**src/rtl/memory_arbiter_if.sv**
```systemverilog
// Requester and memory-side signals of memory_arbiter, bundled for the arbiter port.
// slave = arbiter side, master = requesters plus memory macro side.
interface memory_arbiter_if #(
    parameter int ADDR_WIDTH = 11,
    parameter int DATA_WIDTH = 8
);
    logic [1:0]            req;
    logic [1:0]            we;
    logic [ADDR_WIDTH-1:0] addr0;
    logic [ADDR_WIDTH-1:0] addr1;
    logic [DATA_WIDTH-1:0] wdata0;
    logic [DATA_WIDTH-1:0] wdata1;
    logic [1:0]            ack;
    logic [DATA_WIDTH-1:0] rdata;
    logic                  busy;
    logic                  mem_en;
    logic                  mem_we;
    logic [ADDR_WIDTH-1:0] mem_addr;
    logic [DATA_WIDTH-1:0] mem_wdata;
    logic [DATA_WIDTH-1:0] mem_rdata;

    modport slave (
        input  req, we, addr0, addr1, wdata0, wdata1, mem_rdata,
        output ack, rdata, busy, mem_en, mem_we, mem_addr, mem_wdata
    );

    modport master (
        output req, we, addr0, addr1, wdata0, wdata1, mem_rdata,
        input  ack, rdata, busy, mem_en, mem_we, mem_addr, mem_wdata
    );
endinterface

```
**src/rtl/memory_arbiter.sv**
```systemverilog
// Round-robin two-port arbiter for the single-port memory: one transaction in flight.
// Optional ARB_STATS_EN adds grant_count0/1 and conflict_count wrap-around counters.
module memory_arbiter #(
    parameter int ADDR_WIDTH = 11,
    parameter int DATA_WIDTH = 8,
    parameter int LATENCY    = 1
) (
    input  logic              clock,
    input  logic              reset_n,
    memory_arbiter_if.slave   bus
`ifdef ARB_STATS_EN
    ,
    output logic [10:0]       grant_count0,
    output logic [10:0]       grant_count1,
    output logic [10:0]       conflict_count
`endif
);

    generate
        if (LATENCY < 1 || LATENCY > 15) begin : g_bad_latency
            $error("memory_arbiter: LATENCY must be in 1..15");
        end
    endgenerate

    localparam logic [3:0] LAST = 4'(LATENCY - 1);

    typedef enum logic [1:0] {IDLE, ACCESS, DONE} state_t;

    state_t                state, state_nx;
    logic [3:0]            cnt, cnt_nx;
    logic                  owner, owner_nx;
    logic                  last_grant, last_grant_nx;
    logic                  contested;
    logic [1:0]            ack_nx;
    logic [DATA_WIDTH-1:0] rdata_nx;
    logic                  busy_nx;
    logic                  en_nx;
    logic                  we_nx;
    logic [ADDR_WIDTH-1:0] addr_nx;
    logic [DATA_WIDTH-1:0] wdata_nx;

    always_comb begin
        state_nx      = state;
        cnt_nx        = cnt;
        owner_nx      = owner;
        last_grant_nx = last_grant;
        ack_nx        = 2'b00;
        rdata_nx      = bus.rdata;
        busy_nx       = bus.busy;
        en_nx         = bus.mem_en;
        we_nx         = bus.mem_we;
        addr_nx       = bus.mem_addr;
        wdata_nx      = bus.mem_wdata;
        contested     = (bus.req == 2'b11);

        unique case (state)
            IDLE: begin
                en_nx   = 1'b0;
                we_nx   = 1'b0;
                busy_nx = 1'b0;
                if (bus.req != 2'b00) begin
                    // On a tie the port that did not win last time goes first.
                    owner_nx      = contested ? ~last_grant : bus.req[1];
                    last_grant_nx = owner_nx;
                    en_nx         = 1'b1;
                    we_nx         = bus.we[owner_nx];
                    addr_nx       = owner_nx ? bus.addr1  : bus.addr0;
                    wdata_nx      = owner_nx ? bus.wdata1 : bus.wdata0;
                    busy_nx       = 1'b1;
                    cnt_nx        = 4'd0;
                    state_nx      = ACCESS;
                end
            end
            ACCESS: begin
                if (cnt == LAST) begin
                    if (!bus.mem_we) rdata_nx = bus.mem_rdata;
                    ack_nx   = owner ? 2'b10 : 2'b01;
                    en_nx    = 1'b0;
                    we_nx    = 1'b0;
                    state_nx = DONE;
                end else begin
                    cnt_nx = cnt + 4'd1;
                end
            end
            DONE: begin
                busy_nx  = 1'b0;
                state_nx = IDLE;
            end
            default: state_nx = IDLE;
        endcase
    end

    always_ff @(posedge clock or negedge reset_n) begin
        if (!reset_n) begin
            state         <= IDLE;
            cnt           <= 4'd0;
            owner         <= 1'b0;
            last_grant    <= 1'b1;
            bus.ack       <= 2'b00;
            bus.rdata     <= '0;
            bus.busy      <= 1'b0;
            bus.mem_en    <= 1'b0;
            bus.mem_we    <= 1'b0;
            bus.mem_addr  <= '0;
            bus.mem_wdata <= '0;
        end else begin
            state         <= state_nx;
            cnt           <= cnt_nx;
            owner         <= owner_nx;
            last_grant    <= last_grant_nx;
            bus.ack       <= ack_nx;
            bus.rdata     <= rdata_nx;
            bus.busy      <= busy_nx;
            bus.mem_en    <= en_nx;
            bus.mem_we    <= we_nx;
            bus.mem_addr  <= addr_nx;
            bus.mem_wdata <= wdata_nx;
        end
    end

`ifdef ARB_STATS_EN
    logic contested_grant;
    assign contested_grant = (state == IDLE) && contested;

    always_ff @(posedge clock or negedge reset_n) begin
        if (!reset_n) begin
            grant_count0   <= 11'd0;
            grant_count1   <= 11'd0;
            conflict_count <= 11'd0;
        end else begin
            if (bus.ack[0])      grant_count0   <= grant_count0 + 11'd1;
            if (bus.ack[1])      grant_count1   <= grant_count1 + 11'd1;
            if (contested_grant) conflict_count <= conflict_count + 11'd1;
        end
    end
`endif

endmodule
```
**src/flat_wrapper.sv**
```systemverilog
// flat-port wrapper written by rule: the top's interface ports become plain ports
module memory_arbiter_flat 
#(
    parameter int ADDR_WIDTH = 11,
    parameter int DATA_WIDTH = 8,
    parameter int LATENCY    = 1
)
  (clock, reset_n, bus_req, bus_we, bus_addr0, bus_addr1, bus_wdata0, bus_wdata1, bus_mem_rdata, bus_ack, bus_rdata, bus_busy, bus_mem_en, bus_mem_we, bus_mem_addr, bus_mem_wdata);
  memory_arbiter_if #(.ADDR_WIDTH(ADDR_WIDTH), .DATA_WIDTH(DATA_WIDTH)) bus_i ();
  input  logic clock;
  input  logic reset_n;
  input wire logic [$bits(bus_i.req)-1:0] bus_req;
  input wire logic [$bits(bus_i.we)-1:0] bus_we;
  input wire logic [$bits(bus_i.addr0)-1:0] bus_addr0;
  input wire logic [$bits(bus_i.addr1)-1:0] bus_addr1;
  input wire logic [$bits(bus_i.wdata0)-1:0] bus_wdata0;
  input wire logic [$bits(bus_i.wdata1)-1:0] bus_wdata1;
  input wire logic [$bits(bus_i.mem_rdata)-1:0] bus_mem_rdata;
  output wire logic [$bits(bus_i.ack)-1:0] bus_ack;
  output wire logic [$bits(bus_i.rdata)-1:0] bus_rdata;
  output wire logic [$bits(bus_i.busy)-1:0] bus_busy;
  output wire logic [$bits(bus_i.mem_en)-1:0] bus_mem_en;
  output wire logic [$bits(bus_i.mem_we)-1:0] bus_mem_we;
  output wire logic [$bits(bus_i.mem_addr)-1:0] bus_mem_addr;
  output wire logic [$bits(bus_i.mem_wdata)-1:0] bus_mem_wdata;
  assign bus_i.req = bus_req;
  assign bus_i.we = bus_we;
  assign bus_i.addr0 = bus_addr0;
  assign bus_i.addr1 = bus_addr1;
  assign bus_i.wdata0 = bus_wdata0;
  assign bus_i.wdata1 = bus_wdata1;
  assign bus_i.mem_rdata = bus_mem_rdata;
  assign bus_ack = bus_i.ack;
  assign bus_rdata = bus_i.rdata;
  assign bus_busy = bus_i.busy;
  assign bus_mem_en = bus_i.mem_en;
  assign bus_mem_we = bus_i.mem_we;
  assign bus_mem_addr = bus_i.mem_addr;
  assign bus_mem_wdata = bus_i.mem_wdata;
  memory_arbiter #(.ADDR_WIDTH(ADDR_WIDTH), .DATA_WIDTH(DATA_WIDTH), .LATENCY(LATENCY)) u_core (.clock(clock), .reset_n(reset_n), .bus(bus_i));
endmodule
```
**config.mk**
```make
export PLATFORM = sky130hd
export DESIGN_NAME = memory_arbiter_flat
export DESIGN_NICKNAME = d
export VERILOG_FILES = /design/src/rtl/memory_arbiter_if.sv /design/src/rtl/memory_arbiter.sv /design/src/flat_wrapper.sv
export SDC_FILE = /design/constraint.sdc
export NUM_CORES = 1
export LEC_CHECK = 0
export BUFFER_PORTS_ARGS = -buffer_cell sky130_fd_sc_hd__buf_2
export CAP_MARGIN = 20
export CORE_ASPECT_RATIO = 0.5
export CORE_UTILIZATION = 35
export CTS_CLUSTER_SIZE = 12
export DETAILED_ROUTE_END_ITERATION = 16
export HOLD_SLACK_MARGIN = 0.06
export SLEW_MARGIN = 15
export SYNTH_ARGS = -nofsm -noshare
export SYNTH_HDL_FRONTEND = slang
export SYNTH_SLANG_ARGS = --single-unit
```
**constraint.sdc**
```tcl
create_clock -name clock -period 1.8 [get_ports clock]
set_input_delay 0.18 -clock clock [delete_from_list [all_inputs] [get_ports clock]]
set_output_delay 0.18 -clock clock [all_outputs]
set_load 0.02 [all_outputs]
```
# Yosys cells after proc, flatten, opt, wreduce, memory -nomap -nowiden
# Index checks and enable logic that the tools add are counted.
dict set report op_classes {
  eq_ne 6
  magnitude_cmp 1
  n_addsub 1
  n_mux 20
  reduce_logical 10
  n_bitwise 2
}
# op n
set op_table {}
lappend op_table {{11-bit 2-to-1 mux} 1}
lappend op_table {{2-bit 2-to-1 mux} 5}
lappend op_table {{4-bit 2-to-1 mux} 2}
lappend op_table {{8-bit 2-to-1 mux} 1}
lappend op_table {{4-bit case mux with 2 select lines} 1}
lappend op_table {{1-bit 2-to-1 mux} 6}
lappend op_table {{1-bit case mux with 2 select lines} 3}
lappend op_table {{2-bit AND reduction} 3}
lappend op_table {{3-bit AND reduction} 2}
lappend op_table {{2-bit nonzero test} 3}
lappend op_table {{4-bit by 1-bit adder with 4-bit output (second input constant)} 1}
lappend op_table {{2-bit equality test (second input constant)} 2}
lappend op_table {{4-bit zero test} 1}
lappend op_table {{2-bit by 1-bit inequality test with 1-bit output (second input constant)} 2}
lappend op_table {{2-bit case mux with 2 select lines} 1}
lappend op_table {{2-bit by 1-bit equality test with 1-bit output (second input constant)} 1}
lappend op_table {{2-bit zero test} 1}
lappend op_table {{1-bit by 2-bit less-than comparator with 1-bit output (second input constant)} 1}
lappend op_table {{2-bit inequality test (second input constant)} 1}
lappend op_table {{1-bit inverter} 2}
dict set report totals {
  wordCells 51
  output_inout_bits 32
  input_bits 52
  reg_bits 40
}

# Longest topological paths before layout
dict set report depth {
  ltp_word 6
  mapped_depth 5
  mapped_depth_nobuf 5
}

# Worst setup path after synthesis
# OpenSTA, ideal clock, no wires.
dict set report synth_path {
  kind {register to register}
  start {register u_core.cnt[0]}
  end {register u_core.bus.rdata[0]}
  setup_time_ns 0.125
  synth_period_minus_slack_ns 1.465
  path_slack_ns 0.335
  arrival_ns 1.340
  required_ns 1.675
  stages_incl_launch_ff 6
  path_buffers 0
  path_cell_list {dfrtp_1 -> inv_1 -> ha_1 -> nor3b_4 -> nand3_4 -> mux2_2}
}
dict set report synth_via {
  elab_chain_cells 2
}
# item line_no
set synth_lines {}
lappend synth_lines {{from (decl)} memory_arbiter.sv:30} ;# logic [3:0] cnt, cnt_nx;
lappend synth_lines {{from (signal assigned)} memory_arbiter.sv:108} ;# cnt <= cnt_nx;
lappend synth_lines {{4-bit zero test} memory_arbiter.sv:75} ;# if (cnt == LAST) begin
lappend synth_lines {{3-bit AND reduction (no source line)} n/a}
lappend synth_lines {{to (signal assigned)} memory_arbiter.sv:112} ;# bus.rdata <= rdata_nx;
lappend synth_lines {{to (decl)} memory_arbiter_if.sv:24} ;# output ack, rdata, busy, mem_en, mem_we, mem_addr, mem_wdata
# Every way passes these cells.
# A chain may end at the register's enable or synchronous reset.

# Final worst setup path
dict set report layout_path {
  start {register u_core.cnt[0]}
  end {register u_core.bus.mem_we}
}
dict set report layout_via {
  elab_chain_cells 3
}
# item line_no
set layout_lines {}
lappend layout_lines {{4-bit zero test} memory_arbiter.sv:75}
lappend layout_lines {{2-bit by 1-bit inequality test with 1-bit output (no source line)} n/a}
lappend layout_lines {{2-bit AND reduction (no source line)} n/a}
lappend layout_lines {{to (signal assigned)} memory_arbiter.sv:115} ;# bus.mem_we <= we_nx;
lappend layout_lines {{to (decl)} memory_arbiter_if.sv:24}
# Every way passes these cells.

==> out/results.txt <==
H-tree levels = 2
commonest cells after routing, fill and taps aside = buf_2 (83), o21ai_0 (40), dfrtp_1 (39)
Mapped Nets = 210
antenna-violating nets left = 0
synthesized instance count = 156
total power = 4320 µW
All-Layer GR Usage = 15.6%
grt met1 use = 19.5%
Power Density = 1750 mW/mm²
clock slew at reported path FFs = 0.07 ns
Critical Path Sink Type = flip-flop
commonest non-fill, non-tap cell in the layout = buf_2
n_diodes = 0
Die Wd = 104 µm
max incr delay on CP = 0.50 ns
fin crit share = 88.6%
final setup fails = 0
GRT overflow = 0
Int Power = 2590 µW
DRC = 0
clk root buf = clkbuf_8
hold path endpoint = u_core.bus.rdata[6]
worst clock skew = 0.00507 ns
Warnings, synthesis = 0
Final Critical Period = 1.60 ns
worst-path cell chain = inv_1 -> ha_1 -> or3b_2 -> a21oi_1 -> o22ai_1
RSZ-0062 raised after global routing = false
core area = 0.00495 mm²
Hold Crit Class = input port to flip-flop
hold path depth = 2
XOR/XNOR Fraction of Synth Area = 0%
share of layout cells above drive strength 1 = 46.4%
run status = complete, no violations
Post-CTS Resized = 0
Clk Latency, worst-skew pair = 0.29 ns
CTS tree = yes
mux contribution to synthesized area = 16.6%
synthesized cell area = 0.00181 mm²
Buf+Inv Stages, Crit Path = 1
R2R Setup Slk = 0.20 ns
crit path kind = flip-flop to flip-flop
die height = 52.9 µm
GPL Wtd Cong = 0.808
maxcap violations = 0
FF-to-FF path depth = 5
#FFs+latches synth = 40
Top delay family on crit path = simple AND/OR/NAND/NOR gates
fin. max-slew vios = 0
Starting Density = 36.5%
Cell variety after synth = 35
first-pass GRT wire length = 6.58 mm
worst flop-to-flop path endpoint = u_core.bus.mem_we
Adder-Cell Fraction of Synth Area = 1.38%
Detail Placement HPWL = 2.97 mm
fillcell total = 504
number of I/O port buffers = 83
Vias per Instance = 4.84
GRT busiest layer = met2
syn_area_per_cell = 11.6 µm²
CP max stage cell = or3b_2
Flop pwr share = 36.3%
vias in the first global route = 1426
RR Startpoint = u_core.cnt[0]
Net Switching = 1730 µW
Hold Fails Final Rpt = 0
CTS Buf Count = 5
Via Count = 1540
leakage = 0.00128 µW
CP Data Required Time = 1.97 ns
Die ar. = 0.00548 mm²
Post-Route WL = 4.07 mm
area growth from synthesis to layout = 36.4%
nets = 301
antenna violations before repair = 0
post-CTS setup buffer count = 0
Clock Power Share = 18.3%
met2 Track Usage GR = 27.1%
worst hold path startpoint = bus_mem_rdata[6]
I/O pin total = 84
Rows = 18
switching portion of total power = 40.0%
1st-iter DRT viols = 59
M3 GR Usage = 4.31%
Critical Path Start Type = flip-flop
post-synthesis sequential area ratio = 55.4%
Comb pwr share = 45.3%
crit path max fanout = 6
setup TNS = 0 ns
worst-margin pin slew = 0.631 ns
Synth Area in Compound Gates = 15.8%
Synth Area in Simple Gates = 7.39%
WP data arrival = 1.77 ns
wire per inst = 12.8 µm
CTS Sinks = 40
fmax = 627 MHz
Worst VDD drop = 0.511 mV
first drt pass iteration count = 4
largest net degree at the start of global routing = 29
main combinational cell family by area after synthesis = multiplexers
clock tree buffer depth = 2
Relative slew margins = 57.9%
==> worst max-delay path by stage <==
stage                  startpoint             endpoint  slack, ns  cells past startpoint
detailed placement  u_core.cnt[0]    u_core.bus.mem_en       0.22                      5
CTS                 u_core.cnt[0]    u_core.bus.mem_we       0.21                      5
global placement    u_core.cnt[0]    u_core.bus.mem_we       0.29                      5
floorplan           u_core.cnt[0]  u_core.bus.rdata[0]       0.34                      5
global route        u_core.cnt[0]    u_core.bus.mem_we       0.13                      5
finish              u_core.cnt[0]    u_core.bus.mem_we       0.20                      5
==> synthesized netlist by cell type (all sizes together) <==
cell type,instances,area share (%)
o22ai,1,0.35
buf,4,1.6
o21ai,42,12
a21bo,1,0.55
inv,4,0.83
nor3b,1,1.0
o221ai,1,0.48
a31o,1,0.48
ha,2,1.4
a21oi,2,0.55
and2b,1,0.41
o2bb2ai,1,0.48
dfstp,1,1.5
nand4,1,0.35
dfrtp,39,54
nand2,3,0.62
nand3b,1,0.41
or3b,1,0.48
clkbuf,5,1.1
nor3,3,0.83
mux2i,21,12
and3,1,0.41
nor2,3,0.62
nand3,3,1.5
a31oi,1,0.35
o311ai,1,0.48
or2,1,0.35
nand2b,1,0.35
mux2,8,5.0
a211oi,1,0.41
==> power groups by stage <==
stage                     clock network (µW)  logic, µW  registers (µW)
after floorplan                            0        900            1980
after global placement                     0       1940            1580
after detailed placement                   0       1980            1580
after CTS                                814       1980            1570
after global routing                     857       2150            1630
final                                    792       1960            1570
==> timing repair <==
action                                  in CTS  in global routing
hold endpoints to repair                    25                  0
endpoints found under the setup margin       0                  0
hold buffers                                 1                  0
==> sequential cells by signal, indices dropped and copies added (netlist names) <==
name and flops:
u_core.bus.mem_we 1, u_core.last_grant 1, u_core.bus.rdata 8, u_core.state 2
u_core.owner 1, u_core.bus.mem_addr 11, u_core.bus.busy 1, u_core.cnt 4
u_core.bus.mem_en 1, u_core.bus.ack 2, u_core.bus.mem_wdata 8
==> final cells by class <==
class,count,area [µm²],share of cell area (%)
flip-flops and latches,40,1000,40.6
multi-input cells,103,744,30.2
repair buffers,93,493,20.0
clock buffers,7,96.3,3.90
well taps,70,87.6,3.55
clock inverters,1,30.0,1.22
inverters,4,15.0,0.608
==> worst reg2reg max path, delay by kind of cell, from the launching register on <==
kind	cells	cell delay [ns]
AND/OR/NAND/NOR	1	0.50
flip-flops	1	0.44
AO/OA/AOI/OAI	2	0.30
adder cells (fa/ha/maj)	1	0.15
buffers and inverters	1	0.08
==> metal layers <==
layer  share of wire [%]  wire [µm]
met1                  46       1880
met2                  48       1960
met3                 4.5        182
met4                 1.1         46
met5                   0          0
==> metrics by stage <==
stage / setup slack, ns / std cells / area, µm² / hold slack, ns / utilization (%)
2_1_floorplan: 0.335 / 156 / 1810 / -0.116 / -
3_3_place_gp: 0.287 / 309 / 2330 / 0.229 / 47.1
3_5_place_dp: 0.217 / 309 / 2330 / 0.230 / 47.1
4_1_cts: 0.214 / 318 / 2470 / 0.109 / 49.8
5_1_grt: 0.126 / 318 / 2470 / 0.104 / 49.8
6_report: 0.204 / 318 / 2470 / 0.114 / 49.8
==> logic make-up after synthesis <==
family | count (synthesis)
AOI/OAI and AO/OA | 52
adders and majority gates | 2
buffers and inverters | 13
DFF | 40
muxes | 29
and+or+nand+nor | 20
Power figures use the tool's default switching activity.
